**config.mk**
```make
export PLATFORM = sky130hd
export DESIGN_NAME = ex_mdu_flat
export DESIGN_NICKNAME = d
export VERILOG_FILES = /design/src/rtl/ex_mdu_if.sv /design/src/rtl/ex_mdu.sv /design/src/flat_wrapper.sv
export SDC_FILE = /design/constraint.sdc
export NUM_CORES = 1
export LEC_CHECK = 0
export CAP_MARGIN = 20
export CORE_ASPECT_RATIO = 1.75
export CORE_MARGIN = 8
export CORE_UTILIZATION = 55
export CTS_BUF_LIST = sky130_fd_sc_hd__clkbuf_4
export DETAILED_ROUTE_END_ITERATION = 10
export MAX_ROUTING_LAYER = met4
export PLACE_DENSITY = 0.78
export SKIP_CTS_REPAIR_TIMING = 1
export SLEW_MARGIN = 25
export SYNTH_ARGS = -nofsm -noshare
export SYNTH_HDL_FRONTEND = slang
export SYNTH_SLANG_ARGS = --single-unit
```
**constraint.sdc**
```tcl
create_clock -name clk -period 4.5 [get_ports clk]
set_clock_uncertainty 0.2 [all_clocks]
set_input_delay 0.9 -clock clk [delete_from_list [all_inputs] [get_ports clk]]
set_output_delay 0.9 -clock clk [all_outputs]
set_load 0.005 [all_outputs]
```
**src/rtl/ex_mdu_if.sv**
```systemverilog
// Execute-stage link between the pipeline (master) and the iterative MDU (slave):
// issue request, flush, stall feedback and the register-file write triple.
interface ex_mdu_if #(
    parameter int unsigned XLEN = 32
);
    logic            start;
    logic [1:0]      op;
    logic [XLEN-1:0] op1;
    logic [XLEN-1:0] op2;
    logic [4:0]      rd_addr_in;
    logic            flush;
    logic            busy;
    logic            stall_req;
    logic            valid;
    logic [4:0]      rd_addr;
    logic [XLEN-1:0] rd_data;
    logic            rd_wen;

    modport master (
        output start, op, op1, op2, rd_addr_in, flush,
        input  busy, stall_req, valid, rd_addr, rd_data, rd_wen
    );

    modport slave (
        input  start, op, op1, op2, rd_addr_in, flush,
        output busy, stall_req, valid, rd_addr, rd_data, rd_wen
    );
endinterface

```
**src/rtl/ex_mdu.sv**
```systemverilog
// Iterative unsigned multiply/divide unit: fixed XLEN-cycle shift-add multiply or
// restoring divide, holding the pipeline while it runs and writing back for one cycle.
module ex_mdu #(
    parameter int unsigned XLEN = 32
) (
    input logic     clk,
    input logic     rst,
    ex_mdu_if.slave bus
);
    localparam int unsigned CntW = $clog2(XLEN) + 1;

    localparam logic [1:0] OpMul   = 2'd0;
    localparam logic [1:0] OpMulhu = 2'd1;
    localparam logic [1:0] OpDivu  = 2'd2;
    localparam logic [1:0] OpRemu  = 2'd3;

    typedef enum logic [1:0] {StIdle, StCalc, StDone} state_e;

    state_e          r_state;
    logic [CntW-1:0] r_cnt;
    logic [1:0]      r_op;
    logic [XLEN-1:0] r_op1;
    logic [XLEN-1:0] r_op2;
    logic [XLEN-1:0] r_acc;
    logic [XLEN-1:0] r_rem;
    logic [4:0]      r_rd_addr;
    logic            r_div0;

    logic [XLEN:0]   w_sum;
    logic [XLEN:0]   w_rem_sh;
    logic [XLEN:0]   w_rem_sub;
    logic            w_q_bit;
    logic            w_accept;
    logic            w_last;
    logic            w_valid;
    logic [XLEN-1:0] w_result;

    // Multiply: r_acc is the high half, r_op2 shifts out multiplier bits and
    // collects the low half. Divide: r_op1 shifts out dividend bits and collects quotient.
    assign w_sum     = {1'b0, r_acc} + (r_op2[0] ? {1'b0, r_op1} : '0);
    assign w_rem_sh  = {r_rem, r_op1[XLEN-1]};
    assign w_rem_sub = w_rem_sh - {1'b0, r_op2};
    assign w_q_bit   = ~w_rem_sub[XLEN];

    assign w_accept = (r_state == StIdle) && bus.start && !bus.flush;
    assign w_last   = (r_cnt == CntW'(XLEN - 1));

    always_ff @(posedge clk) begin
        if (rst) begin
            r_state   <= StIdle;
            r_cnt     <= '0;
            r_op      <= '0;
            r_op1     <= '0;
            r_op2     <= '0;
            r_acc     <= '0;
            r_rem     <= '0;
            r_rd_addr <= '0;
            r_div0    <= 1'b0;
        end else begin
            unique case (r_state)
                StIdle: begin
                    if (w_accept) begin
                        r_op      <= bus.op;
                        r_op1     <= bus.op1;
                        r_op2     <= bus.op2;
                        r_rd_addr <= bus.rd_addr_in;
                        r_cnt     <= '0;
                        r_acc     <= '0;
                        r_rem     <= '0;
                        r_div0    <= bus.op[1] && (bus.op2 == '0);
                        r_state   <= (bus.op[1] && (bus.op2 == '0)) ? StDone : StCalc;
                    end
                end
                StCalc: begin
                    if (bus.flush) begin
                        r_state <= StIdle;
                    end else begin
                        if (r_op[1]) begin
                            r_rem <= w_q_bit ? w_rem_sub[XLEN-1:0] : w_rem_sh[XLEN-1:0];
                            r_op1 <= {r_op1[XLEN-2:0], w_q_bit};
                        end else begin
                            {r_acc, r_op2} <= {w_sum, r_op2[XLEN-1:1]};
                        end
                        r_cnt <= r_cnt + 1'b1;
                        if (w_last) begin
                            r_state <= StDone;
                        end
                    end
                end
                StDone: begin
                    r_state <= StIdle;
                end
                default: begin
                    r_state <= StIdle;
                end
            endcase
        end
    end

    always_comb begin
        w_result = '0;
        unique case (r_op)
            OpMul:   w_result = r_op2;
            OpMulhu: w_result = r_acc;
            OpDivu:  w_result = r_div0 ? '1 : r_op1;
            OpRemu:  w_result = r_div0 ? r_op1 : r_rem;
        endcase
    end

    // Flush kills the write-back in the same cycle it is raised.
    assign w_valid       = (r_state == StDone) && !bus.flush;
    assign bus.valid     = w_valid;
    assign bus.rd_wen    = w_valid;
    assign bus.rd_addr   = w_valid ? r_rd_addr : '0;
    assign bus.rd_data   = w_valid ? w_result : '0;
    assign bus.busy      = (r_state != StIdle);
    assign bus.stall_req = w_accept || (r_state == StCalc);
endmodule

```
**src/flat_wrapper.sv**
```systemverilog
// flat-port wrapper written by rule: the top's interface ports become plain ports
module ex_mdu_flat 
#(
    parameter int unsigned XLEN = 32
)
  (clk, rst, bus_start, bus_op, bus_op1, bus_op2, bus_rd_addr_in, bus_flush, bus_busy, bus_stall_req, bus_valid, bus_rd_addr, bus_rd_data, bus_rd_wen);
  ex_mdu_if #(.XLEN(XLEN)) bus_i ();
  input logic clk;
  input logic rst;
  input wire logic [$bits(bus_i.start)-1:0] bus_start;
  input wire logic [$bits(bus_i.op)-1:0] bus_op;
  input wire logic [$bits(bus_i.op1)-1:0] bus_op1;
  input wire logic [$bits(bus_i.op2)-1:0] bus_op2;
  input wire logic [$bits(bus_i.rd_addr_in)-1:0] bus_rd_addr_in;
  input wire logic [$bits(bus_i.flush)-1:0] bus_flush;
  output wire logic [$bits(bus_i.busy)-1:0] bus_busy;
  output wire logic [$bits(bus_i.stall_req)-1:0] bus_stall_req;
  output wire logic [$bits(bus_i.valid)-1:0] bus_valid;
  output wire logic [$bits(bus_i.rd_addr)-1:0] bus_rd_addr;
  output wire logic [$bits(bus_i.rd_data)-1:0] bus_rd_data;
  output wire logic [$bits(bus_i.rd_wen)-1:0] bus_rd_wen;
  assign bus_i.start = bus_start;
  assign bus_i.op = bus_op;
  assign bus_i.op1 = bus_op1;
  assign bus_i.op2 = bus_op2;
  assign bus_i.rd_addr_in = bus_rd_addr_in;
  assign bus_i.flush = bus_flush;
  assign bus_busy = bus_i.busy;
  assign bus_stall_req = bus_i.stall_req;
  assign bus_valid = bus_i.valid;
  assign bus_rd_addr = bus_i.rd_addr;
  assign bus_rd_data = bus_i.rd_data;
  assign bus_rd_wen = bus_i.rd_wen;
  ex_mdu #(.XLEN(XLEN)) u_core (.clk(clk), .rst(rst), .bus(bus_i));
endmodule
```
# Yosys cells after proc, flatten, opt, wreduce, memory -nomap -nowiden
# Index checks and enable logic that the tools add are counted.
# totals
regBits	144
inputBits	75
out_inout_bits	41
elab_cells	70
# classes
add_sub_neg	3
eq_ne	11
muxes	30
n_bitwise	1
reduce_logical	16
# op_table
op	n
$mux 32	16
$pmux 32 s2	4
$pmux 32 s4	1
$add 32x33->33	1
$sub 33x32->33	1
$logic_not 32->1	1
$mux 6	2
$pmux 6 s2	1
$mux 2	4
$reduce_and 4->1	2
$add 6x1->6 const B	1
$eq 2x2->1 const B	3
$eq 6x5->1 const B	1
$mux 5	1
$eq 2x1->1 const B	2
$logic_and 1x1->1	4
$logic_not 2->1	2
$ne 2x1->1 const B	2
$ne 2x2->1 const B	2
$pmux 2 s2	1
$reduce_and 2->1	2
$reduce_bool 2->1	2
$ne 3x2->1 const B	1
$reduce_and 3->1	1
3 further kinds	3

# Depth between registers and ports, before layout
# logic_depth
depth_word	5
mapped_depth	14
mapped_depth_nobuf	13

# Worst setup path before layout
# Ideal clock, no wire load.
# synth_timing
kind	register -> register
from	reg u_core.r_op2[0]
to	reg u_core.r_acc[27]
setup_ns	0.127
arrival_time_ns	3.001
t_required_ns	4.173
setup_slack_ns	1.172
stages_incl_launch_ff	15
n_path_buf	1
period_less_slack_ns	3.328
path_cell_list	dfxtp_1 -> clkbuf_1 -> and2_1 -> ha_1 -> inv_1 -> fa_1 -> nor2b_1 -> o2111ai_1 -> nand4_1 -> nand3_1 -> o31a_1 -> o211a_2 -> o41ai_1 -> xnor2_1 -> o21ai_1
# synth_between
elab_chain_cells	5
# synth_lines
element	line	text
from (decl)	ex_mdu.sv:23	logic [XLEN-1:0] r_op2;
from (signal assigned)	ex_mdu.sv:65	r_op2 <= bus.op2;
from (signal assigned)	ex_mdu.sv:82	{r_acc, r_op2} <= {w_sum, r_op2[XLEN-1:1]};
$mux 32	ex_mdu.sv:40	assign w_sum = {1'b0, r_acc} + (r_op2[0] ? {1'b0, r_op1} : '0);
$add 32x33->33	ex_mdu.sv:40	
$mux 32	ex_mdu.sv:78	if (r_op[1]) begin
$mux 32	ex_mdu.sv:75	if (bus.flush) begin
$pmux 32 s2	ex_mdu.sv:60	unique case (r_state)
to (signal assigned)	ex_mdu.sv:82	
to (decl)	ex_mdu.sv:24	logic [XLEN-1:0] r_acc;
# No other way between the ends. The select of a mux whose other input is x is not followed.
# A chain may end at the register's enable or synchronous reset.

# Worst setup path after layout
# layout_timing
from	reg u_core.r_op[0]
to	out bus_rd_data[12]
# layout_between
elab_chain_cells	3
word_cells_on_any_way	6
classes_between	eq/ne: 3; mux: 2; reduce/logical: 1
# layout_lines
element	line	text
from (decl)	ex_mdu.sv:21	logic [1:0] r_op;
from (signal assigned)	ex_mdu.sv:63	r_op <= bus.op;
$eq 2x2->1, or another cell as far along	ex_mdu.sv:102	unique case (r_op)
$pmux 32 s4 *	ex_mdu.sv:102	
$mux 32 *	ex_mdu.sv:115	assign bus.rd_data = w_valid ? w_result : '0;
to (decl)	flat_wrapper.sv:20	output wire logic [$bits(bus_i.rd_data)-1:0] bus_rd_data;
# Every way passes the cells marked *; elsewhere a longest branch is shown, timed or not.

==> impl_results.md <==
- Status: finished, final reports clean
- Final Hold Viols: 0
- VDD IR max: between 0.2 and 0.25 mV
- Die Y: 203 µm
- Clk network pwr share: 33.2%
- Commonest non-fill, non-tap cell in the layout: nor2_1
- Area growth from synthesis to layout: 15.0%
- Fraction of synthesized cell area taken by the top area cell type: 26.3%
- Die Width: ~120 µm
- Drt drc: 0
- Final Non-Filler Cells: roughly 1.7k
- Post-DP HPWL: approximately 27000 µm
- Cell Area, Synth: around 11000 µm²
- Hold path start: u_core.r_rd_addr[4]$_SDFFE_PP0P_
- FF+latch count, synth: about 140
- Critical path's largest stage delay: 0.70 ns
- Via count: 11.0k
- Start point of the critical path: u_core.r_op[0]$_SDFFE_PP0P_
- Min cycle time layout: 4.13 ns
- Pin count of the biggest net entering global routing: 74
- TritonCTS clock tree: yes
- Leakage: 0.00516 µW
- Initial cell density of the core: 55.8%
- Mux share of post-synthesis cell area: 8.85%
- Layout cells sized above 1: 7.10%
- CP Capture Type: output port
- RSZ-0062 raised after global routing: no
- CTS Buffer Depth: 2
- Synth Area in Adders: 7.90%
- CP Data Required Time: 3.40 ns
- # H-tree levels: 4
- Worst-Skew Late Latency: 0.61 ns
- Switch share: between 30 and 40%
- Total gr overflow: 0
- Worst hold path type: reg -> reg
- # setup viols final: 0
- Synth Net Count: 1565
- Hold Path Depth: 2
- Die area: 24900 µm²
- Worst Reg-to-Reg Cells: 13
- Cell Rows: 68
- Initial antenna violation count: 4
- Vias in the first global route: 10.5k
- Least-Margin Pin Slew: 0.880 ns
- Drt via density: roughly 6.3
- Rel. slew slack: 40.9%
- Setup_tns: 0 ns
- Gate Count Post-Synth: 1422
- Worst Setup Start Kind: flip-flop
- CTS Buf Count: 17
- Clock Pin Slew Worst Setup and Hold Paths: 0.14 ns
- Commonest cells after routing, fill and taps aside: nor2_1 (183), dfxtp_1 (142), a211oi_1 (134)
- Yosys cell types: 70
- Dpl cells: 1705
- Worst-path fanout max: 43
- Fmax: between 200 and 250 MHz
- Crit path DAT: approximately 3.0 ns
- Post-Synth Simple-Gate Area: 18.2%
- Number of filler cells placed in the layout: 1761
- Internal power: 2130 µW
- Top-level port count: 116
- Slowest cell on crit path: dfxtp_4
- Seq pwr share: between 40% and 50%
- Synth Area in Compound Gates: 28.9%
- Core area: 19700 µm²
- Crit path cell chain: nand2_1, buf_4, o22ai_1, a211oi_1, clkdlybuf4s50_1
- Async set-reset flop share out of synthesis: 0%
- Sequential share of the synthesized area: 26.3%
- TritonCTS Sinks: 144
- Final Cycle Share: 91.8%
- Nets: 1622
- Synth Area in XOR/XNOR: 4.38%
- WL per Instance: a little over 20 µm
- Post-synth EDFFs: 0
- Routed WL: approximately 36000 µm
- Main combinational cell family by area after synthesis: compound AO/OA/AOI/OAI gates
- Most used DFF post-synth: dfxtp_1
- Syn avg cell area: 7.71 µm²
- Cell Pwr Density: 251 nW/µm²
- Ranking of synthesized cells by area: dfxtp_1 (26%), a211oi_1 (9.2%), ha_1 (7.5%)
- I/O Buffers: 115
- Routed Antenna Nets: 0
- GRT Util Overall: just under 30%
- GPL Wtd Cong: 0.994
- Combinational share of power: around 23%
- Max_cap viols: 0
- 1st-iter DRT viols: 890
- DRT Pass-1 Iters: 6
- Yosys warnings: 0
- NetSw: 1030 µW
- First-pass GRT wire length: 56400 µm
- Synth area leader: dfxtp_1
- R2r startpoint: u_core.r_op2[0]$_SDFFE_PP0P_
- Critical path class: reg -> out
- Pins Over Slew Limit: 0
- Clock root buffer: clkbuf_4
-- layer usage --
layer	routed length, µm	global-route usage [%]	vias to the layer above
met5	0	-	-
met4	1520	13.4	0
met3	1980	3.50	73
met2	17300	47.1	380
met1	14800	35.9	5254
li1	-	-	5313
-- cell type report --
| type | count | area (µm²) | share of cell area [%] |
|---|---|---|---|
| clock buffer | 17 | 128 | 1.01 |
| inverter | 52 | 195 | 1.55 |
| sequential | 144 | 2890 | 22.9 |
| antenna | 4 | 10.0 | 0.0793 |
| multi-input combinational | 1126 | 7520 | 59.6 |
| timing repair buffer | 138 | 1330 | 10.6 |
| clock inverter | 15 | 233 | 1.84 |
| tap | 245 | 307 | 2.43 |
-- Yosys cell counts (all sizes together), types with 11 or more instances --
cell type	n
nor2	185
dfxtp	144
a211oi	135
nand2	103
a21oi	102
clkbuf	89
o21ai	73
ha	66
mux2i	61
inv	52
a21o	38
and2	36
o22ai	33
mux2	32
xnor2	28
xor2	26
nand3	21
nor3	16
a22oi	13
and3	13
buf	11
nor2b	11
o31ai	11
-- power by group through the flow --
| stage | logic [µW] | clock network, µW | registers, µW |
|---|---|---|---|
| 2_1_floorplan | 495 | 0 | 1390 |
| 3_3_place_gp | 696 | 0 | 1430 |
| 3_5_place_dp | 702 | 0 | 1430 |
| 4_1_cts | 706 | 1060 | 1400 |
| 5_1_grt | 777 | 1110 | 1410 |
| 6_report | 712 | 1050 | 1400 |
-- registers in the layout, indices dropped and copies added (netlist names) --
signal / count
u_core.r_div0: 1
u_core.r_acc: 32
u_core.r_rem: 32
u_core.r_op2: 32
u_core.r_state: 2
u_core.r_rd_addr: 5
u_core.r_op1: 32
u_core.r_op: 2
u_core.r_cnt: 6
-- worst paths after layout --
kind / to / slack [ns]
setup / recovery: bus_rd_data[12] / 0.37
hold / removal: u_core.r_rd_addr[4]$_SDFFE_PP0P_ / 0.27
setup reg to reg: u_core.r_rem[10]$_SDFFE_PP0P_ / 0.44
hold reg to reg: u_core.r_rd_addr[4]$_SDFFE_PP0P_ / 0.27
-- through the flow --
stage | power (µW) | setup WS [ns] | utilization, % | instance area, µm² | hold WS [ns]
after global placement | 2120 | 0.558 | 62.3 | 12200 | 0.238
after global routing | 3300 | 0.198 | 64.2 | 12600 | 0.290
final | 3170 | 0.368 | 64.2 | 12600 | 0.268
after detailed placement | 2130 | 0.501 | 62.3 | 12200 | 0.248
after CTS | 3160 | 0.335 | 64.1 | 12600 | 0.266
after floorplan | 1890 | 1.17 | - | 11000 | 0.232
-- cells by family after synthesis --
group | count (synthesis)
AOI/OAI and AO/OA | 473
and+or+nand+nor | 438
buffers and inverters | 152
DFF | 144
muxes | 93
adders and majority gates | 68
xor gates and xnor gates | 54
-- worst max-delay path, delay by kind of cell, from the launching register on --
kind / cells / cell delay [ns]
buffers and inverters: 2 / 0.83
and+or+nand+nor: 1 / 0.49
DFF: 1 / 0.70
AOI/OAI and AO/OA: 2 / 0.40
Power figures use the tool's default switching activity.
